--- config.mk ---
export PLATFORM = sky130hd
export DESIGN_NAME = hazard_ctrl
export DESIGN_NICKNAME = d
export VERILOG_FILES = /design/src/rtl/hazard_ctrl.sv
export SDC_FILE = /design/constraint.sdc
export NUM_CORES = 1
export LEC_CHECK = 0
export ABC_AREA = 0
export CORE_AREA = 2 2 63 65
export CTS_BUF_LIST = sky130_fd_sc_hd__clkbuf_2 sky130_fd_sc_hd__clkbuf_4 sky130_fd_sc_hd__clkbuf_8
export DETAILED_ROUTE_END_ITERATION = 10
export DIE_AREA = 0 0 65 67
export GPL_ROUTABILITY_DRIVEN = 0
export PLACE_DENSITY = 0.66
export SETUP_SLACK_MARGIN = 0.3
export SLEW_MARGIN = 20
export SYNTH_ARGS = -nofsm -noshare
export SYNTH_HDL_FRONTEND = slang
export SYNTH_SLANG_ARGS = --single-unit
--- constraint.sdc ---
create_clock -name i_clock -period 1.8 [get_ports i_clock]
set_clock_uncertainty 0.15 [all_clocks]
set_input_delay 0.27 -clock i_clock [delete_from_list [all_inputs] [get_ports i_clock]]
set_output_delay 0.27 -clock i_clock [all_outputs]
set_load 0.01 [all_outputs]
--- src/rtl/hazard_ctrl.sv ---
// ============================================================================
// Module   : hazard_ctrl (with package riscv_defs)
// Purpose  : RV32I 5-stage forwarding selects, load-use stall, memory-wait
//            freeze and branch flush. Optional counters: HAZARD_PERF_EN.
// Revision : 1.0
// ============================================================================
`default_nettype none

package riscv_defs;
  localparam int NB_WORD    = 32;
  localparam int NB_OPERAND = 5;

  localparam logic [6:0] LUI    = 7'b0110111;
  localparam logic [6:0] AUIPC  = 7'b0010111;
  localparam logic [6:0] JAL    = 7'b1101111;
  localparam logic [6:0] JALR   = 7'b1100111;
  localparam logic [6:0] BRANCH = 7'b1100011;
  localparam logic [6:0] LOAD   = 7'b0000011;
  localparam logic [6:0] STORE  = 7'b0100011;
  localparam logic [6:0] OP_IMM = 7'b0010011;
  localparam logic [6:0] OP     = 7'b0110011;
endpackage

module hazard_ctrl
  import riscv_defs::*;
#(
  parameter int NB_PERF = 32
) (
  input  logic               i_clock,
  input  logic               i_reset,
  input  logic               i_id_valid,
  input  logic [NB_WORD-1:0] i_id_instruction,
  input  logic               i_mem_ready,
  input  logic               i_branch_taken,
  output logic [1:0]         o_forward_rs1,
  output logic [1:0]         o_forward_rs2,
  output logic               o_stall_if,
  output logic               o_stall_id,
  output logic               o_bubble_ex,
  output logic               o_flush_if_id,
  output logic               o_freeze
`ifdef HAZARD_PERF_EN
  ,
  output logic [NB_PERF-1:0] o_stall_cycles,
  output logic [NB_PERF-1:0] o_flush_count,
  output logic [NB_PERF-1:0] o_load_use_count
`endif
);

  typedef enum logic [1:0] {
    RUN        = 2'd0,
    LOAD_STALL = 2'd1,
    MEM_WAIT   = 2'd2
  } state_t;

  state_t r_state, w_state_next;

  logic [6:0]            w_opcode;
  logic [NB_OPERAND-1:0] w_rd, w_rs1, w_rs2;
  logic                  w_uses_rs1, w_uses_rs2, w_writes_rd, w_is_load, w_is_mem;

  logic                  r_ex_valid, r_ex_wr, r_ex_ld, r_ex_mem;
  logic [NB_OPERAND-1:0] r_ex_rd;
  logic                  r_mem_valid, r_mem_wr, r_mem_ld, r_mem_mem;
  logic [NB_OPERAND-1:0] r_mem_rd;

  logic w_ex_hit_rs1, w_ex_hit_rs2, w_mem_hit_rs1, w_mem_hit_rs2;
  logic w_load_use, w_mem_wait;
  logic w_unused_bits;

  assign w_opcode = i_id_instruction[6:0];
  assign w_rd     = i_id_instruction[11:7];
  assign w_rs1    = i_id_instruction[19:15];
  assign w_rs2    = i_id_instruction[24:20];

  assign w_unused_bits = ^{i_id_instruction[31:25], i_id_instruction[14:12], r_mem_ld};

  always_comb begin
    w_uses_rs1  = 1'b0;
    w_uses_rs2  = 1'b0;
    w_writes_rd = 1'b0;
    w_is_load   = 1'b0;
    w_is_mem    = 1'b0;
    case (w_opcode)
      LUI, AUIPC, JAL: w_writes_rd = 1'b1;
      JALR: begin
        w_uses_rs1  = 1'b1;
        w_writes_rd = 1'b1;
      end
      BRANCH: begin
        w_uses_rs1 = 1'b1;
        w_uses_rs2 = 1'b1;
      end
      LOAD: begin
        w_uses_rs1  = 1'b1;
        w_writes_rd = 1'b1;
        w_is_load   = 1'b1;
        w_is_mem    = 1'b1;
      end
      STORE: begin
        w_uses_rs1 = 1'b1;
        w_uses_rs2 = 1'b1;
        w_is_mem   = 1'b1;
      end
      OP_IMM: begin
        w_uses_rs1  = 1'b1;
        w_writes_rd = 1'b1;
      end
      OP: begin
        w_uses_rs1  = 1'b1;
        w_uses_rs2  = 1'b1;
        w_writes_rd = 1'b1;
      end
      default: ;
    endcase
  end

  // A load in EX has no result yet, so it never forwards from EX.
  assign w_ex_hit_rs1  = r_ex_valid & r_ex_wr & ~r_ex_ld & (r_ex_rd == w_rs1) & (w_rs1 != '0);
  assign w_ex_hit_rs2  = r_ex_valid & r_ex_wr & ~r_ex_ld & (r_ex_rd == w_rs2) & (w_rs2 != '0);
  assign w_mem_hit_rs1 = r_mem_valid & r_mem_wr & (r_mem_rd == w_rs1) & (w_rs1 != '0);
  assign w_mem_hit_rs2 = r_mem_valid & r_mem_wr & (r_mem_rd == w_rs2) & (w_rs2 != '0);

  always_comb begin
    o_forward_rs1 = 2'b00;
    o_forward_rs2 = 2'b00;
    if (!i_reset && i_id_valid && w_uses_rs1) begin
      if (w_ex_hit_rs1)       o_forward_rs1 = 2'b10;
      else if (w_mem_hit_rs1) o_forward_rs1 = 2'b01;
    end
    if (!i_reset && i_id_valid && w_uses_rs2) begin
      if (w_ex_hit_rs2)       o_forward_rs2 = 2'b10;
      else if (w_mem_hit_rs2) o_forward_rs2 = 2'b01;
    end
  end

  assign w_load_use = i_id_valid & r_ex_valid & r_ex_ld & (r_ex_rd != '0) &
                      ((w_uses_rs1 & (w_rs1 == r_ex_rd)) | (w_uses_rs2 & (w_rs2 == r_ex_rd)));
  assign w_mem_wait = r_mem_valid & r_mem_mem & ~i_mem_ready;

  always_ff @(posedge i_clock) begin
    if (i_reset) r_state <= RUN;
    else         r_state <= w_state_next;
  end

  always_comb begin
    w_state_next  = RUN;
    o_stall_if    = 1'b0;
    o_stall_id    = 1'b0;
    o_bubble_ex   = 1'b0;
    o_flush_if_id = 1'b0;
    o_freeze      = 1'b0;
    if (!i_reset) begin
      if (w_mem_wait) begin
        o_freeze   = 1'b1;
        o_stall_if = 1'b1;
        o_stall_id = 1'b1;
      end else if (i_branch_taken) begin
        o_flush_if_id = 1'b1;
        o_bubble_ex   = 1'b1;
      end else if (w_load_use) begin
        o_stall_if  = 1'b1;
        o_stall_id  = 1'b1;
        o_bubble_ex = 1'b1;
      end
      // The cycle memory becomes ready behaves as an ordinary RUN cycle.
      case (r_state)
        RUN, MEM_WAIT: begin
          if (w_mem_wait)          w_state_next = MEM_WAIT;
          else if (i_branch_taken) w_state_next = RUN;
          else if (w_load_use)     w_state_next = LOAD_STALL;
          else                     w_state_next = RUN;
        end
        LOAD_STALL: w_state_next = w_mem_wait ? MEM_WAIT : RUN;
        default:    w_state_next = RUN;
      endcase
    end
  end

  always_ff @(posedge i_clock) begin
    if (i_reset) begin
      r_ex_valid  <= 1'b0;
      r_ex_rd     <= '0;
      r_ex_wr     <= 1'b0;
      r_ex_ld     <= 1'b0;
      r_ex_mem    <= 1'b0;
      r_mem_valid <= 1'b0;
      r_mem_rd    <= '0;
      r_mem_wr    <= 1'b0;
      r_mem_ld    <= 1'b0;
      r_mem_mem   <= 1'b0;
    end else if (!o_freeze) begin
      r_mem_valid <= r_ex_valid;
      r_mem_rd    <= r_ex_rd;
      r_mem_wr    <= r_ex_wr;
      r_mem_ld    <= r_ex_ld;
      r_mem_mem   <= r_ex_mem;
      if (o_bubble_ex || !i_id_valid) begin
        r_ex_valid <= 1'b0;
        r_ex_rd    <= '0;
        r_ex_wr    <= 1'b0;
        r_ex_ld    <= 1'b0;
        r_ex_mem   <= 1'b0;
      end else begin
        r_ex_valid <= 1'b1;
        r_ex_rd    <= w_rd;
        r_ex_wr    <= w_writes_rd;
        r_ex_ld    <= w_is_load;
        r_ex_mem   <= w_is_mem;
      end
    end
  end

`ifdef HAZARD_PERF_EN
  logic [NB_PERF-1:0] r_stall_cycles, r_flush_count, r_load_use_count;

  always_ff @(posedge i_clock) begin
    if (i_reset) begin
      r_stall_cycles   <= '0;
      r_flush_count    <= '0;
      r_load_use_count <= '0;
    end else begin
      if (o_stall_if && (r_stall_cycles != '1))
        r_stall_cycles <= r_stall_cycles + 1'b1;
      if (o_flush_if_id && (r_flush_count != '1))
        r_flush_count <= r_flush_count + 1'b1;
      if ((r_state != LOAD_STALL) && (w_state_next == LOAD_STALL) && (r_load_use_count != '1))
        r_load_use_count <= r_load_use_count + 1'b1;
    end
  end

  assign o_stall_cycles   = r_stall_cycles;
  assign o_flush_count    = r_flush_count;
  assign o_load_use_count = r_load_use_count;
`else
  logic w_unused_perf;
  assign w_unused_perf = (NB_PERF == 0);
`endif

endmodule

`default_nettype wire

==> results.yml <==
outcome:
  outcome: "finished with violations"
  violations: "setup timing"
timing:
  worst_pin_slew_ns: 0.261
  hold_violations: 0
  timing.fmax_mhz: 437
  finalSetupViolations: 15
  fin_crit_sh_pct: 127
  worst_slack_ns: -0.486
  rsz0062_at_grt: "true"
  timing.hold.ws_ns: 0.308
  period_minus_slack_ns: 2.29
  max_slew_margin_pct: 82.5
  drv_slew: 0
power_and_ir_drop:
  p_per_area_nw_per_um2: 445
  p_comb_share_pct: 24.5
  peakVddDrop_uv: 311
  leakage_nw: 0.854
  p_sw_mw: 0.239
  p_int_mw: 0.666
  seqPwrFrac_pct: 42.8
  p_clk_share_pct: 32.7
  swShare_pct: 26.4
logic_synthesis:
  ys_warn_count: 0
  synthesis.nets: 170
  synth_area_leaders: "dfxtp_1 (32%), xnor2_1 (12%), nand2_1 (8.1%)"
  synth_area_um2: 1060
  yosysSeqAreaShare_pct: 32.1
  synth_area_leader_cell: "dfxtp_1"
  yosysTopAreaCellShare_pct: 32.1
  yosys_register_bits: 17
  syn_inst: 133
  synth.distinct_cells: 31
  synth.avg_cell_area_um2: 7.98
cts:
  htreeDepth: 1
  cts_made_buffers: 3
  cts.path.max_buffers: 2
  path_clk_slew_ns: 0.07
  ctsHoldBuffers: 0
  cts_tree: "done"
  clk_latency_ns: 0.25
  clock-sinks: 17
  cts_root_buf: "clkbuf_8"
setup_path:
  crit_fanout: 4
  crit_slowest_cell: "or4_4"
  worstSetupEndpointType: "primary output"
  crit_buf_inv: 2
  critPathArrivalTime_ns: 1.87
  critPathTopFamily: "simple AND/OR/NAND/NOR gates"
  crit_chain: "or4_4 -> o2111ai_4 -> buf_4 -> nor3_2 -> a21o_1 -> buf_2"
  crit_required_ns: 1.38
  cp-start-kind: "flop"
  path_class: "flop to primary output"
  max_stage_delay_ns: 0.56
finish:
  post-route-util_pct: 56.3
  drive_above_1_share_pct: 45.7
  diodes: 0
  layout_common_cells: "buf_4 (44), nand2_1 (21), xnor2_1 (14), dlygate4sd2_1 (14), dfxtp_1 (12)"
  final_nets: 257
  syn_to_final_growth_pct: 91.4
  instances_no_fill: 267
  final_common_cell: "buf_4"
global_route:
  grt_usage_pct: 18.9
  overflow: 0
  grt_pass1_wl_um: 6290
  grt_max_degree: 12
  grt_pass1_vias: 1413
  antenna_found_initial: 0
drt:
  drt-total-wl_um: 3790
  drt_iter0_markers: 53
  wl_per_cell_um: 14.2
  ant_nets: 0
  drc: 0
  post_drt_via_cell_ratio: 4.88
  dr_total_vias: 1303
  first_pass_iters: 4
floorplan:
  core_area_um2: 3610
  start_util_pct: 29.4
  io_pins: 46
  die_h_um: 67
  rows: 22
  fp.dieW_um: 65
  fp.dieArea_um2: 4360
min_path:
  holdCritPathClass: "flop to flop"
placed_design:
  place_hpwl_um: 2920
  placed_cells: 254
  io_buffers: 35
run:
  maxCapViolCount: 0
[worst paths after layout]
path              start          to  slack (ns)  depth (start not counted)
max          r_ex_rd[3]  o_stall_if       -0.49                          6
min            r_mem_wr    r_mem_wr        0.31                          2
max reg2reg  r_ex_rd[3]  r_ex_rd[1]       -0.43                          9
min reg2reg    r_mem_wr    r_mem_wr        0.31                          2
[per-layer routing]
layer | track usage, % | vias up | routed length (µm)
li1 | - | 647 | -
met1 | 21.7 | 619 | 1640
met2 | 35.2 | 31 | 1960
met3 | 2.36 | 6 | 136
met4 | 7.45 | 0 | 54
met5 | 0 | - | 0
[stage by stage]
step | instance area (µm²) | setup TNS (ns) | power [mW] | setup WS [ns]
2_1_floorplan | 1100 | -0.550 | 0.462 | -0.115
3_3_place_gp | 1790 | -12.18 | 0.594 | -1.07
3_5_place_dp | 1790 | -12.50 | 0.601 | -1.11
4_1_cts | 1940 | -6.09 | 0.899 | -0.501
5_1_grt | 2030 | -7.17 | 0.945 | -0.543
6_report | 2030 | -6.02 | 0.905 | -0.486
[kinds of logic after synthesis]
kind of cell    after synthesis  synth area share (%)
simple gates                 70                  34.9
compound gates               22                  14.7
xor+xnor                     20                  16.5
flops                        17                  32.1
buf+inv                       4                  1.77
[sequential cells by signal, summed over array words and instances, names as in the netlist]
name / cells
r_ex_ld: 1
r_ex_mem: 1
r_ex_rd: 5
r_ex_valid: 1
r_ex_wr: 1
r_mem_mem: 1
r_mem_rd: 5
r_mem_valid: 1
r_mem_wr: 1
[power groups by stage]
stage	Combinational [mW]	Clock (mW)	Sequential (mW)
floorplan	0.0640	0	0.398
global placement	0.197	0	0.398
detailed placement	0.203	0	0.398
CTS	0.211	0.299	0.389
global route	0.237	0.320	0.388
finish	0.222	0.296	0.387
[final cells by class]
class	count	area, µm²
fillers	336	1580
multi-input cells	112	860
repair buffers	86	708
flip-flops and latches	17	354
well taps	48	60.1
clock buffers	3	41.3
clock inverters	1	7.51
[synthesized netlist by cell type]
cell type  count
nand4b_1       2
nor4_2         1
or2_2          2
buf_4          1
xor2_1         5
and3_1         1
dfxtp_1       17
o31ai_1        1
a21oi_1        8
nor4_1         3
or4_1          4
nor2b_1        1
o21a_1         1
a21o_1         2
nand3b_1       2
nand3_1        3
and2_1         1
a22o_1         6
nor2_1        14
nand2_1       23
or3_1          3
o21ai_0        2
nor3_1         5
clkbuf_1       3
nand4_1        2
xnor2_1       15
nor3b_4        1
nor4bb_1       1
a211o_1        1
nand2b_1       1
o2111ai_2      1
[repair_timing]
item,CTS,global route
buffers inserted,7,2
cloned,0,0
endpoints found under the setup margin,18,18
resized for setup,77,18
pin swaps,20,11
[tightest hold or removal path, stage by stage, from the launching register on]
cell and delay, ns:
dfxtp_1 0.31, nand2_1 0.05, a21oi_1 0.05
No activity file was read; power rests on OpenSTA's default activity.
